[src/rtl/eth_frame_gen_pkg.sv]
// Shared constants, FSM encoding and length clamp for the Ethernet test-frame generator.
package eth_frame_gen_pkg;

    localparam int unsigned HDR_LEN     = 14;
    localparam int unsigned SEQ_OFF     = 14;
    localparam int unsigned PAYLOAD_OFF = 18;
    localparam int unsigned MIN_LEN     = 60;

    typedef enum logic [1:0] {
        StIdle = 2'd0,
        StSend = 2'd1,
        StGap  = 2'd2
    } state_e;

    function automatic logic [10:0] clamp_len(input logic [10:0] len,
                                              input logic [10:0] max_len);
        if (len < 11'(MIN_LEN)) begin
            return 11'(MIN_LEN);
        end else if (len > max_len) begin
            return max_len;
        end
        return len;
    endfunction

endpackage

[src/rtl/eth_frame_gen_byte_sel.sv]
// Combinational byte mux: header fields, big-endian sequence number, then (i-18) mod 256.
module eth_frame_gen_byte_sel
    import eth_frame_gen_pkg::*;
(
    input  logic [47:0] dst_mac,
    input  logic [47:0] src_mac,
    input  logic [15:0] ethertype,
    input  logic [31:0] seq,
    input  logic [10:0] idx,
    output logic [7:0]  data
);

    logic [111:0] hdr;
    logic [111:0] hdr_sh;
    logic [31:0]  seq_sh;
    logic [7:0]   pay;

    always_comb begin
        hdr    = {dst_mac, src_mac, ethertype};
        hdr_sh = hdr << {idx[3:0], 3'b000};
        // Sequence bytes sit at 14..17, so (idx - 14) mod 4 picks the byte.
        seq_sh = seq << {idx[1:0] - 2'(SEQ_OFF), 3'b000};
        pay    = idx[7:0] - 8'(PAYLOAD_OFF);

        if (idx < 11'(HDR_LEN)) begin
            data = hdr_sh[111:104];
        end else if (idx < 11'(PAYLOAD_OFF)) begin
            data = seq_sh[31:24];
        end else begin
            data = pay;
        end
    end

endmodule

[src/rtl/eth_frame_gen.sv]
// Ethernet test-traffic source for the MAC transmit AXI-Stream port, with frame/byte/error
// counters. Stream outputs are registered from next-state values so byte 0 leaves with SEND.
module eth_frame_gen
    import eth_frame_gen_pkg::*;
#(
    parameter int unsigned MAX_LEN = 1514
) (
    input  logic        gtx_clk,
    input  logic        gtx_rst,
    input  logic        enable,
    input  logic [47:0] dst_mac,
    input  logic [47:0] src_mac,
    input  logic [15:0] ethertype,
    input  logic [10:0] frame_len,
    input  logic [15:0] gap_cycles,
    output logic [7:0]  tx_axis_tdata,
    output logic        tx_axis_tvalid,
    output logic        tx_axis_tlast,
    output logic        tx_axis_tuser,
    input  logic        tx_axis_tready,
    input  logic        tx_error,
    output logic        busy,
    output logic [31:0] frame_count,
    output logic [31:0] byte_count,
    output logic [15:0] error_count
);

    state_e      state_q, state_d;
    logic [10:0] idx_q, idx_d;
    logic [10:0] len_q, len_d;
    logic [47:0] dst_q, dst_d;
    logic [47:0] src_q, src_d;
    logic [15:0] eth_q, eth_d;
    logic [31:0] seq_q, seq_d;
    logic [15:0] gap_q, gap_d;
    logic [7:0]  tdata_q, tdata_d;
    logic        tvalid_q, tvalid_d;
    logic        tlast_q, tlast_d;
    logic        busy_q, busy_d;
    logic [31:0] frame_count_q, frame_count_d;
    logic [31:0] byte_count_q, byte_count_d;
    logic [15:0] error_count_q, error_count_d;
    logic [7:0]  sel_byte;
    logic        hs;

    always_comb begin
        state_d       = state_q;
        idx_d         = idx_q;
        len_d         = len_q;
        dst_d         = dst_q;
        src_d         = src_q;
        eth_d         = eth_q;
        seq_d         = seq_q;
        gap_d         = gap_q;
        frame_count_d = frame_count_q;
        byte_count_d  = byte_count_q;
        error_count_d = error_count_q;
        hs            = tvalid_q & tx_axis_tready;

        unique case (state_q)
            StIdle: begin
                if (enable) begin
                    state_d = StSend;
                    dst_d   = dst_mac;
                    src_d   = src_mac;
                    eth_d   = ethertype;
                    seq_d   = frame_count_q;
                    len_d   = clamp_len(frame_len, 11'(MAX_LEN));
                    idx_d   = '0;
                end
            end
            StSend: begin
                if (hs) begin
                    byte_count_d = byte_count_q + 32'd1;
                    if (tlast_q) begin
                        frame_count_d = frame_count_q + 32'd1;
                        gap_d         = gap_cycles;
                        state_d       = (gap_cycles == 16'd0) ? StIdle : StGap;
                    end else begin
                        idx_d = idx_q + 11'd1;
                    end
                end
            end
            StGap: begin
                gap_d = gap_q - 16'd1;
                if (gap_q <= 16'd1) begin
                    state_d = StIdle;
                end
            end
            default: state_d = StIdle;
        endcase

        if (tx_error && (error_count_q != 16'hFFFF)) begin
            error_count_d = error_count_q + 16'd1;
        end
    end

    eth_frame_gen_byte_sel u_byte_sel (
        .dst_mac   (dst_d),
        .src_mac   (src_d),
        .ethertype (eth_d),
        .seq       (seq_d),
        .idx       (idx_d),
        .data      (sel_byte)
    );

    always_comb begin
        tvalid_d = (state_d == StSend);
        tlast_d  = tvalid_d && (idx_d == len_d - 11'd1);
        tdata_d  = tvalid_d ? sel_byte : 8'h00;
        busy_d   = (state_d != StIdle);
    end

    always_ff @(posedge gtx_clk or posedge gtx_rst) begin
        if (gtx_rst) begin
            state_q       <= StIdle;
            idx_q         <= '0;
            len_q         <= '0;
            dst_q         <= '0;
            src_q         <= '0;
            eth_q         <= '0;
            seq_q         <= '0;
            gap_q         <= '0;
            tdata_q       <= '0;
            tvalid_q      <= 1'b0;
            tlast_q       <= 1'b0;
            busy_q        <= 1'b0;
            frame_count_q <= '0;
            byte_count_q  <= '0;
            error_count_q <= '0;
        end else begin
            state_q       <= state_d;
            idx_q         <= idx_d;
            len_q         <= len_d;
            dst_q         <= dst_d;
            src_q         <= src_d;
            eth_q         <= eth_d;
            seq_q         <= seq_d;
            gap_q         <= gap_d;
            tdata_q       <= tdata_d;
            tvalid_q      <= tvalid_d;
            tlast_q       <= tlast_d;
            busy_q        <= busy_d;
            frame_count_q <= frame_count_d;
            byte_count_q  <= byte_count_d;
            error_count_q <= error_count_d;
        end
    end

    assign tx_axis_tdata  = tdata_q;
    assign tx_axis_tvalid = tvalid_q;
    assign tx_axis_tlast  = tlast_q;
    assign tx_axis_tuser  = 1'b0;
    assign busy           = busy_q;
    assign frame_count    = frame_count_q;
    assign byte_count     = byte_count_q;
    assign error_count    = error_count_q;

endmodule

[config.mk]
export PLATFORM = sky130hd
export DESIGN_NAME = eth_frame_gen
export DESIGN_NICKNAME = d
export VERILOG_FILES = /design/src/rtl/eth_frame_gen_pkg.sv /design/src/rtl/eth_frame_gen_byte_sel.sv /design/src/rtl/eth_frame_gen.sv
export SDC_FILE = /design/constraint.sdc
export NUM_CORES = 1
export LEC_CHECK = 0
export CELL_PAD_IN_SITES_DETAIL_PLACEMENT = 0
export CELL_PAD_IN_SITES_GLOBAL_PLACEMENT = 1
export CORE_MARGIN = 2
export CORE_UTILIZATION = 37
export CTS_CLUSTER_SIZE = 30
export DETAILED_ROUTE_END_ITERATION = 8
export PLACE_DENSITY_LB_ADDON = 0.3
export SKIP_CTS_REPAIR_TIMING = 1
export SYNTH_ARGS = -nofsm -noshare
export SYNTH_HDL_FRONTEND = slang
export SYNTH_SLANG_ARGS = --single-unit
[constraint.sdc]
create_clock -name gtx_clk -period 9.6 [get_ports gtx_clk]
set_input_delay 0.96 -clock gtx_clk [delete_from_list [all_inputs] [get_ports gtx_clk]]
set_output_delay 0.96 -clock gtx_clk [all_outputs]
set_load 0.02 [all_outputs]
# [Word-level counts from Yosys, hierarchy flattened]
# Index checks and enable logic that the tools add are counted.
[word_totals] ff_bits=275 latchBits=0 ramBits=0 mem_bits_ro=0 output_inout_bits=92 memories=0
[classes] addsub=8 mul=0 div=0 order_cmp=5 eq_ne=7 n_shift=2 n_mux=33 bitwise_logic=1 reduce_logical=9
[ops] op="48-bit two-way mux" count=4
[ops] op="112-bit by 7-bit left shift with 112-bit output" count=1
[ops] op="11-bit two-way mux" count=8
[ops] op="32-bit by 1-bit adder with 32-bit output (second input constant)" count=2
[ops] op="16-bit two-way mux" count=4
[ops] op="32-bit two-way mux" count=2
[ops] op="16-bit one-hot mux with 2 select lines" count=1
[ops] op="32-bit by 5-bit left shift with 32-bit output" count=1
[ops] op="8-bit two-way mux" count=3
[ops] op="11-bit one-hot mux with 2 select lines" count=1
[ops] op="16-bit by 1-bit adder with 16-bit output (second input constant)" count=1
[ops] op="16-bit by 1-bit less-or-equal comparator with 1-bit output (second input constant)" count=1
[ops] op="16-bit zero test" count=1
[ops] op="16-bit inequality test (second input constant)" count=1
[ops] op="16-bit by 1-bit subtractor with 16-bit output (second input constant)" count=1
[ops] op="11-bit by 1-bit adder with 11-bit output (second input constant)" count=1
[ops] op="11-bit == test" count=1
[ops] op="11-bit greater-than comparator (second input constant)" count=1
[ops] op="11-bit by 4-bit < comparator with 1-bit output (second input constant)" count=1
[ops] op="11-bit by 5-bit < comparator with 1-bit output (second input constant)" count=1
[ops] op="11-bit by 6-bit < comparator with 1-bit output (second input constant)" count=1
[ops] op="11-bit by 1-bit subtractor with 11-bit output (second input constant)" count=1
[ops] op="2-bit two-way mux" count=5
[ops] op="8-bit by 5-bit subtractor with 8-bit output (second input constant)" count=1
[ops] op="other kinds (12)" count=20

# [Longest topological paths before layout]
# Gate-level depths: netlist of run 1.
[logic_depth] depth_word=11 ltp_mapped=16 ltp_nobuf=13

# [Modules after synthesis]
# Synthesis of run 1 repeated with hierarchy kept, for this count alone.
[hier_totals] hier_cells=1384 area_unflattened_um2=13252.7
[modules_own_cells] module="eth_frame_gen" n_inst=1 cells_each=1243 area_each_um2=11765.0
[modules_own_cells] module="eth_frame_gen_byte_sel" n_inst=1 cells_each=141 area_each_um2=1487.7

# [Worst setup path after synthesis of run 1]
# OpenSTA, ideal clock, no wires.
[synth_timing] path_kind="input-to-reg" start="input enable" end="register tlast_q, in the netlist tx_axis_tlast" setup_ps=96 arrival_time_ps=3587 required_ps=9504 path_slack_ps=5918 cell_stages=14 n_path_buf=4 path_cell_list="or3b_4 buf_2 buf_1 clkbuf_1 clkbuf_1 nand2_1 and2_1 ha_1 nand2_1 a21oi_1 xnor2_1 nand3_1 a2111o_1 nor4_2"
[synth_via] elab_chain_cells=5 word_cells_on_any_way=10 cone_classes="add/sub (1); eq/ne (2); mux (6); reduce/logical (1)"
[synth_rtl] item="start, declared" line="eth_frame_gen.sv:10" rtl="input logic enable,"
[synth_rtl] item="11-bit two-way mux" line="eth_frame_gen.sv:62" rtl="if (enable) begin"
[synth_rtl] item="11-bit two-way mux" line="eth_frame_gen.sv:60" rtl="unique case (state_q)"
[synth_rtl] item="11-bit by 1-bit subtractor with 11-bit output" line="eth_frame_gen.sv:109" rtl="tlast_d = tvalid_d && (idx_d == len_d - 11'd1);"
[synth_rtl] item="11-bit == test" line="eth_frame_gen.sv:109"
[synth_rtl] item="1-bit logical AND *" line="eth_frame_gen.sv:109"
[synth_rtl] item="named net tlast_d" line="eth_frame_gen.sv:38" rtl="logic tlast_q, tlast_d;"
[synth_rtl] item="end signal, assigned" line="eth_frame_gen.sv:142" rtl="tlast_q <= tlast_d;"
[synth_rtl] item="end, declared" line="eth_frame_gen.sv:38"
# The timed path passes the listed nets; every way through them passes the cells marked *.
# A chain may end at the register's enable or synchronous reset.

# [Worst setup path after layout of run 1]
[layout_timing] start="input tx_axis_tready" end="register tdata_q[0], in the netlist tx_axis_tdata[0]"
[layout_via] elab_chain_cells=8 word_cells_on_any_way=15 cone_classes="add/sub (2); order compare (2); eq/ne (1); shift (2); mux (7); bitwise (1)"
[layout_rtl] item="start, declared" line="eth_frame_gen.sv:20" rtl="input logic tx_axis_tready,"
[layout_rtl] item="1-bit bitwise AND *" line="eth_frame_gen.sv:58" rtl="hs = tvalid_q & tx_axis_tready;"
[layout_rtl] item="11-bit two-way mux" line="eth_frame_gen.sv:73" rtl="if (hs) begin"
[layout_rtl] item="11-bit one-hot mux with 2 select lines" line="eth_frame_gen.sv:60"
[layout_rtl] item="2-bit subtractor" line="eth_frame_gen_byte_sel.sv:22" rtl="seq_sh = seq << {idx[1:0] - 2'(SEQ_OFF), 3'b000};"
[layout_rtl] item="32-bit by 5-bit left shift with 32-bit output" line="eth_frame_gen_byte_sel.sv:22"
[layout_rtl] item="8-bit two-way mux" line="eth_frame_gen_byte_sel.sv:27" rtl="end else if (idx < 11'(PAYLOAD_OFF)) begin"
[layout_rtl] item="8-bit two-way mux" line="eth_frame_gen_byte_sel.sv:25" rtl="if (idx < 11'(HDR_LEN)) begin"
[layout_rtl] item="8-bit two-way mux *" line="eth_frame_gen.sv:110" rtl="tdata_d = tvalid_d ? sel_byte : 8'h00;"
[layout_rtl] item="named net tdata_d[0]" line="eth_frame_gen.sv:36" rtl="logic [7:0] tdata_q, tdata_d;"
[layout_rtl] item="end signal, assigned" line="eth_frame_gen.sv:140" rtl="tdata_q <= tdata_d;"
[layout_rtl] item="end, declared" line="eth_frame_gen.sv:36"
# Marked as above.

==> impl_metrics.json, run 1 <==
{
  "drc": 0,
  "cts.path.max_buffers": 3,
  "placed_cell_area_mm2": 0.0162,
  "syn-instance-count": 1472,
  "ir_drop_mv": 0.210,
  "async_flop_share": 1.00,
  "finalSetupTns_ps": 0,
  "clk_latency_ps": 550,
  "crit_path_max_fanout": 48,
  "avgSynthCellArea_um2": 9.17,
  "pin_count": 236,
  "cp.required_ps": 10060,
  "grt_setup_unrepaired": "no",
  "cp.arrival_ps": 5620,
  "cp-start-kind": "input port",
  "diodes": 0,
  "ant_nets": 0,
  "drt-total-wl_um": 39900,
  "grt_max_degree": 173,
  "ys_top_cells_by_area": "dfrtp_1 (51%), nand2_1 (14%), mux2i_1 (4.2%)",
  "hpwl_um": 28600,
  "cts.htree.levels": 1,
  "num_rows": 69,
  "power_density_mw_per_mm2": 269,
  "cts-root-buf": "clkbuf_16",
  "postLayoutCoreUtil": 0.482,
  "ys.flop_type": "dfrtp_1",
  "hold_viol_final": 0,
  "path_class": "input port to flop",
  "finalMaxSlewViolations": 0,
  "drive_above_1_share": 0.0640,
  "cts.clk_slew.worst_paths_ps": 60,
  "stdcell_area_mm2": 0.0172,
  "fmax_ghz": 0.194,
  "avgViaCountPerCell": 5.07,
  "r2r_start": "state_q[1]",
  "end_kind": "flop",
  "fin_nets": 1831,
  "grt_antenna_before_repair": 0,
  "yosysWarnings": 0,
  "setup_viol": 0,
  "cts_tree": "yes",
  "design.core.area_mm2": 0.0357,
  "fin_skew_ps": 9.61,
  "worstHoldPathType": "flop to flop",
  "fillCellCount": 3458,
  "min_period_ps": 5160,
  "drt_pre_antenna_iters": 5,
  "synth-seq-cells": 275,
  "wl_per_cell_um": 18.4,
  "synth-edff-count": 0,
  "grt-ovfl-total": 0,
  "drt-initial-drc-count": 814,
  "die_area_mm2": 0.0380,
  "dieWidth_um": 195,
  "portBuffers": 234,
  "grt_pass1_vias": 10900,
  "grt_pass1_wl_um": 63300,
  "yosysTopAreaCell": "dfrtp_1",
  "whs_ps": 467,
  "power_leakage_nw": 7.87,
  "synth_area_mm2": 0.0135,
  "cts_buffers": 31,
  "setup_ws_ps": 4440,
  "min_period_over_period": 0.538,
  "clock_sinks": 275,
  "die_h_um": 195,
  "hold_start": "src_q[12]",
  "yosys.area.top_type_share": 0.510,
  "gp_congestion": 0.833,
  "seq_area_frac_synth": 0.510,
  "initial_core_util": 0.378,
  "synthesis.nets": 1625,
  "vias": 11000,
  "syn_to_final_growth_pct": 27.7,
  "slew_headroom": 0.276,
  "worst_slew_pin_slew_ps": 1090,
  "status": "finished clean",
  "max-cap-violations": 0,
  "grt_usage": 0.208,
  "dp_slack_ps": 3850,
  "critPathLaunch": "tx_axis_tready",
  "ys_types": 75
}
[metal layers]
layer | wire [µm] | global-route usage | vias to the layer above
li1 | - | - | 5397
met1 | 19700 | 0.320 | 5216
met2 | 17400 | 0.310 | 309
met3 | 2020 | 0.0306 | 41
met4 | 811 | 0.0450 | 0
met5 | 0 | 0 | -
[layout make-up]
type	count	area (µm²)	share of cell area
clock inverter	12	128	0.00740
multi-input combinational	1101	6200	0.360
inverter	24	97.6	0.00566
clock buffer	45	918	0.0533
sequential	275	6880	0.399
timing repair buffer	245	2440	0.141
tap	461	577	0.0335
[worst max-delay path: stages]
cell,delay [ps]
clkdlybuf4s50_1,500
nand4b_1,780
or3_1,780
a21o_1,560
inv_2,400
buf_4,650
mux2i_1,180
mux2_2,290
o221ai_1,170
o21ai_0,130
o22ai_1,170
[worst paths after layout]
check	endpoint	slack [ps]	depth (start not counted)
setup / recovery	tx_axis_tdata[0]	4440	11
setup reg to reg	tx_axis_tdata[0]	4770	10
max in group asynchronous	error_count[13]	6930	3
hold / removal	src_q[12]	470	2
min in group asynchronous	eth_q[6]	1020	2
hold reg to reg	src_q[12]	470	2
[per-stage QoR]
stage | std cells | power [mW]
2_1_floorplan | 1472 | 2.87
3_3_place_gp | 2106 | 3.42
3_5_place_dp | 2106 | 3.45
4_1_cts | 2163 | 4.66
5_1_grt | 2163 | 4.92
6_report | 2163 | 4.63
[kinds of logic (layout without fill, tap and decap cells)]
kind of cell             after synthesis  in the layout  synth area share
AND/OR/NAND/NOR                      748            748             0.240
multiplexers                          75             75            0.0573
XOR/XNOR                              94             94            0.0620
other                                  1              1          0.000278
buffers and inverters                 96            326            0.0323
AO/OA/AOI/OAI                        174            174            0.0900
adder cells (fa/ha/maj)                9              9           0.00834
flip-flops                           275            275             0.510
[power breakdown]
part	internal [mW]	switching, mW	total [mW]
clock network	0.715	0.484	1.20
logic	0.706	1.08	1.79
registers	1.47	0.171	1.65
total	2.90	1.73	4.63
[Yosys cell counts, types with 6 or more instances]
| cell | number |
|---|---|
| o211ai_1 | 15 |
| or3_1 | 9 |
| nor2_1 | 66 |
| and4_1 | 6 |
| buf_1 | 6 |
| xnor2_1 | 64 |
| buf_2 | 16 |
| a21oi_1 | 27 |
| inv_1 | 22 |
| o211a_1 | 8 |
| o22ai_1 | 11 |
| mux2_2 | 16 |
| and3_1 | 18 |
| xor2_1 | 29 |
| nand3_1 | 54 |
| clkbuf_1 | 38 |
| buf_4 | 9 |
| o221ai_1 | 7 |
| o21ai_0 | 41 |
| nor4_1 | 6 |
| dfrtp_1 | 275 |
| a211o_1 | 9 |
| nand2_1 | 509 |
| nand4_1 | 24 |
| ha_1 | 9 |
| nor3_1 | 20 |
| mux2i_1 | 57 |
[flip-flops by register name (all words and copies together), names as in the netlist, 2 cells and up]
name / flops
gap_q: 16
state_q: 2
byte_count: 32
error_count: 16
eth_q: 16
seq_q: 32
tx_axis_tdata: 8
len_q: 11
dst_q: 48
frame_count: 32
idx_q: 11
src_q: 48
[cell usage in the layout (no fill, tap or decap), types with 10 or more instances in the layout]
| cell | netlist | layout |
|---|---|---|
| clkdlybuf4s50_1 | 0 | 234 |
| and3_1 | 18 | 18 |
| o22ai_1 | 11 | 11 |
| mux2i_1 | 57 | 57 |
| xnor2_1 | 64 | 64 |
| nand2_1 | 509 | 509 |
| clkbuf_16 | 0 | 31 |
| o21ai_0 | 41 | 41 |
| nor2_1 | 66 | 66 |
| dfrtp_1 | 275 | 275 |
| nor3_1 | 20 | 20 |
| o211ai_1 | 15 | 15 |
| inv_1 | 22 | 21 |
| buf_4 | 9 | 10 |
| nand4_1 | 24 | 24 |
| mux2_2 | 16 | 16 |
| xor2_1 | 29 | 29 |
| a21oi_1 | 27 | 26 |
| nand3_1 | 54 | 54 |
No activity file was read; power rests on OpenSTA's default activity.
==> run 2, diff against run 1 <==
==> constraint.sdc (replaced) <==
create_clock -name gtx_clk -period 4.6 [get_ports gtx_clk]
set_input_delay 0.46 -clock gtx_clk [delete_from_list [all_inputs] [get_ports gtx_clk]]
set_output_delay 0.46 -clock gtx_clk [all_outputs]
set_load 0.02 [all_outputs]
==> impl_metrics.json, run 2 (synthesis gave the netlist of run 1 again) <==
{
  "status": "finished clean",
  "drt-total-wl_um": 39300,
  "dpl.cell_count": 2112,
  "placed_cell_area_mm2": 0.0163,
  "power_leakage_nw": 8.00,
  "design.core.area_mm2": 0.0357,
  "grt_max_degree": 107,
  "cts_tree": "yes",
  "cts.clk_slew.worst_paths_ps": 60,
  "grt_setup_unrepaired": "no",
  "setup_viol": 0,
  "max-cap-violations": 0,
  "dp_slack_ps": 777,
  "portBuffers": 234,
  "worst_slew_pin_slew_ps": 1100,
  "power_density_mw_per_mm2": 570,
  "initial_core_util": 0.378,
  "gp_congestion": 0.834,
  "drc": 0,
  "drive_above_1_share": 0.0678,
  "vias": 11100,
  "ant_nets": 0,
  "finalMaxSlewViolations": 0,
  "use_met1": 0.316,
  "reg.largest.list": "dst_q: 48 flops, src_q: 48 flops",
  "postLayoutCoreUtil": 0.488,
  "min_period_over_period": 0.750,
  "cts-root-buf": "clkbuf_16",
  "syn_to_final_growth_pct": 29.1,
  "cts.path.max_buffers": 3,
  "pin_count": 236,
  "grt_busiest_layer": "met1",
  "grt_usage": 0.206,
  "die_h_um": 195,
  "grt_pass1_vias": 10900,
  "clock_sinks": 275,
  "worstHoldPathType": "input port to async pin",
  "diodes": 0,
  "whs_ps": 373,
  "finalSetupTns_ps": 0,
  "fin_skew_ps": 11.8,
  "path_class": "flop to flop",
  "met2_usage": 0.302,
  "grt_antenna_before_repair": 0,
  "fin_nets": 1840,
  "slew_headroom": 0.264,
  "instances_no_fill": 2172,
  "hpwl_um": 28000,
  "cp.arrival_ps": 3850,
  "fmax_ghz": 0.290,
  "cts.htree.levels": 2,
  "drt-initial-drc-count": 728,
  "drt_pre_antenna_iters": 5,
  "die_area_mm2": 0.0380,
  "dieWidth_um": 195,
  "clk_latency_ps": 500,
  "avgViaCountPerCell": 5.10,
  "cp-start-kind": "flop",
  "end_kind": "flop",
  "layout_commonest_cell": "nand2_1",
  "ir_drop_mv": 0.256,
  "final_cell_mix": "nand2_1 (509), dfrtp_1 (275), clkdlybuf4s50_1 (234)",
  "num_rows": 69,
  "grt-ovfl-total": 0,
  "hold_viol_final": 0,
  "wl_per_cell_um": 18.1,
  "grt_pass1_wl_um": 62700,
  "min_period_ps": 3450,
  "p_total_mw": 9.93,
  "cts_buffers": 34,
  "stdcell_area_mm2": 0.0174,
  "setup_ws_ps": 1150,
  "cp.required_ps": 5000,
  "crit_path_max_fanout": 14,
  "use_met3": 0.0340
}
==> run 2: path summary, 6_finish.rpt <==
kind	cells after the start	slack, ps	to	start
min in group gtx_clk	2	460	seq_q[18]	seq_q[18]
worst min-delay path	2	370	src_q[46]	gtx_rst
worst min register to register	2	460	seq_q[18]	seq_q[18]
max in group asynchronous	3	3240	error_count[10]	gtx_rst
worst max register to register	11	1150	tx_axis_tdata[5]	state_q[1]
worst max-delay path	11	1150	tx_axis_tdata[5]	state_q[1]
==> run 2: power by group <==
| part | internal (mW) | switching [mW] | leakage (nW) | total (mW) |
|---|---|---|---|---|
| clock network | 1.72 | 1.03 | 0.577 | 2.74 |
| logic | 1.52 | 2.26 | 3.92 | 3.78 |
| registers | 3.08 | 0.334 | 3.50 | 3.41 |
==> run 2: worst max-delay path: stages, from the launching register on <==
cell,delay (ps)
dfrtp_1,480
nand4b_1,430
buf_4,320
or4_1,430
a21oi_2,180
inv_2,150
ha_1,250
o311ai_1,120
a221oi_1,180
and4bb_2,380
a21boi_0,170
o32ai_1,250
==> run 2: per-layer routing <==
metal / vias up / part of all wire
li1: 5418 / -
met1: 5311 / 0.50
met2: 301 / 0.43
met3: 50 / 0.055
met4: 0 / 0.023
met5: - / 0
==> run 2: final cells by class <==
| type | instances | area [µm²] |
|---|---|---|
| clock inverter | 7 | 88.8 |
| tap | 461 | 577 |
| clock buffer | 53 | 1080 |
| inverter | 24 | 93.8 |
| timing repair buffer | 251 | 2520 |
| fill | 3433 | 18300 |
| sequential | 275 | 6880 |
| multi-input combinational | 1101 | 6200 |
==> run 3, diff against run 2 <==
==> constraint.sdc (replaced) <==
create_clock -name gtx_clk -period 3.06 [get_ports gtx_clk]
set_input_delay 0.306 -clock gtx_clk [delete_from_list [all_inputs] [get_ports gtx_clk]]
set_output_delay 0.306 -clock gtx_clk [all_outputs]
set_load 0.02 [all_outputs]
==> impl_metrics.json, run 3 (synthesis gave the netlist of run 1 again) <==
{
  "path_class": "flop to flop",
  "placed_cell_area_mm2": 0.0170,
  "cts_buffers": 31,
  "die_area_mm2": 0.0380,
  "hold_viol_final": 0,
  "portBuffers": 234,
  "min_period_ps": 2800,
  "crit_path_max_fanout": 16,
  "setup_ws_ps": 265,
  "min_period_over_period": 0.913,
  "wl_per_cell_um": 17.0,
  "design.core.area_mm2": 0.0357,
  "r2r_start": "state_q[1]",
  "wl_met1_um": 18300,
  "num_rows": 69,
  "status": "finished clean",
  "setup_viol": 0,
  "drt_pre_antenna_iters": 5,
  "grt_pass1_wl_um": 61700,
  "fillCellCount": 3432,
  "fin_nets": 1920,
  "dieWidth_um": 195,
  "r2r-end": "tx_axis_tdata[3]",
  "drc": 0,
  "drive_above_1_share": 0.106,
  "cp.arrival_ps": 3260,
  "finalMaxSlewViolations": 0,
  "fmax_ghz": 0.358,
  "cts.path.max_buffers": 3,
  "topRoutingLayerUsed": "met4",
  "layout_commonest_cell": "nand2_1",
  "pin_count": 236,
  "diodes": 0,
  "drt-total-wl_um": 38100,
  "slew_headroom": 0.520,
  "stdcell_area_mm2": 0.0180,
  "clk_latency_ps": 560,
  "met2WireLength_um": 17200,
  "cts-root-buf": "clkbuf_16",
  "cts_tree": "yes",
  "reg.largest.list": "dst_q: 48 flops, src_q: 48 flops",
  "max-cap-violations": 0,
  "cts.clk_slew.worst_paths_ps": 60,
  "grt_pass1_vias": 11300,
  "dp_slack_ps": -237,
  "cp-start-kind": "flop",
  "initial_core_util": 0.378,
  "cp.required_ps": 3530,
  "vias": 11300,
  "hpwl_um": 27800,
  "rrSetupSlack_ps": 260,
  "power_density_mw_per_mm2": 814,
  "wl_met3_um": 1980,
  "final_cell_mix": "nand2_1 (509), dfrtp_1 (274), clkdlybuf4s50_1 (234)",
  "power_leakage_nw": 8.33,
  "worstHoldPathType": "input port to async pin",
  "clock_sinks": 275,
  "critPathSlowestCell": "or4_1",
  "cts.htree.levels": 1,
  "syn_to_final_growth_pct": 33.0,
  "slowest_delay_ps": 460,
  "crit_path_cell_trace": "nand4b_1 > buf_4 > or4_1 > a21oi_4 > buf_4 > buf_4 > o211ai_1 > o211a_1 > a21oi_1 > o21ai_0 > o22ai_1",
  "crit_top_cell": "buf_4",
  "ir_drop_mv": 0.549,
  "grt_antenna_before_repair": 0,
  "ant_nets": 0,
  "die_h_um": 195,
  "postLayoutCoreUtil": 0.502,
  "grt_setup_unrepaired": "no",
  "fin_skew_ps": 18.2,
  "grt-ovfl-total": 0,
  "drt-initial-drc-count": 717,
  "grt_max_degree": 58,
  "grt_usage": 0.199,
  "end_kind": "flop",
  "worst_slew_pin_slew_ps": 719,
  "reg2regPathDepth": 11,
  "avgViaCountPerCell": 5.03,
  "gp_congestion": 0.845
}
run 3: cell types whose count changed in the layout (fill, tap and decap cells not counted), moves of 3 or more:
cell       change
buf_12         +8
clkbuf_8       -4
buf_4         +75
clkbuf_16      -6
clkbuf_1       +3
run 3: stage by stage:
stage	power [mW]	TNS, ps	hold WS (ps)	instances
floorplan	9.04	-242930	411	1472
global placement	11.1	-601	449	2194
detailed placement	11.2	-1010	456	2194
CTS	14.8	0	228	2245
global route	15.6	0	251	2246
finish	14.6	0	221	2246
run 3: metal layers:
metal | vias to the layer above | track usage
met3 | 49 | 0.0321
met1 | 5389 | 0.289
met2 | 281 | 0.314
li1 | 5569 | -
met5 | - | 0
met4 | 0 | 0.0438
run 3: report_power, final:
| part | switching, mW | internal [mW] |
|---|---|---|
| combinational | 3.43 | 2.60 |
| clock | 1.46 | 2.05 |
| sequential | 0.453 | 4.63 |
| total | 5.34 | 9.28 |
run 3: final cells by class:
class | count | area (µm²) | share of cell area
clock buffer | 46 | 882 | 0.0491
clock inverter | 5 | 53.8 | 0.00300
inverter | 24 | 93.8 | 0.00523
multi-input combinational | 1101 | 6220 | 0.346
sequential | 275 | 6880 | 0.383
tap | 461 | 577 | 0.0321
timing repair buffer | 334 | 3240 | 0.181
run 3: worst max-delay path, delay by kind of cell, from the launching register on:
family | cells | cell delay, ps
buf+inv | 3 | 720
compound gates | 6 | 910
simple gates | 2 | 660
flops | 1 | 410
run 3: worst max path at each step:
stage | end | cells past startpoint | start | slack [ps]
floorplan | busy | 1 | gtx_rst | -880
global placement | tx_axis_tlast | 14 | frame_len[4] | -210
detailed placement | tx_axis_tlast | 14 | frame_len[4] | -240
CTS | tx_axis_tdata[0] | 13 | state_q[0] | 170
global route | tx_axis_tdata[2] | 13 | state_q[1] | 20
finish | tx_axis_tdata[3] | 11 | state_q[1] | 260
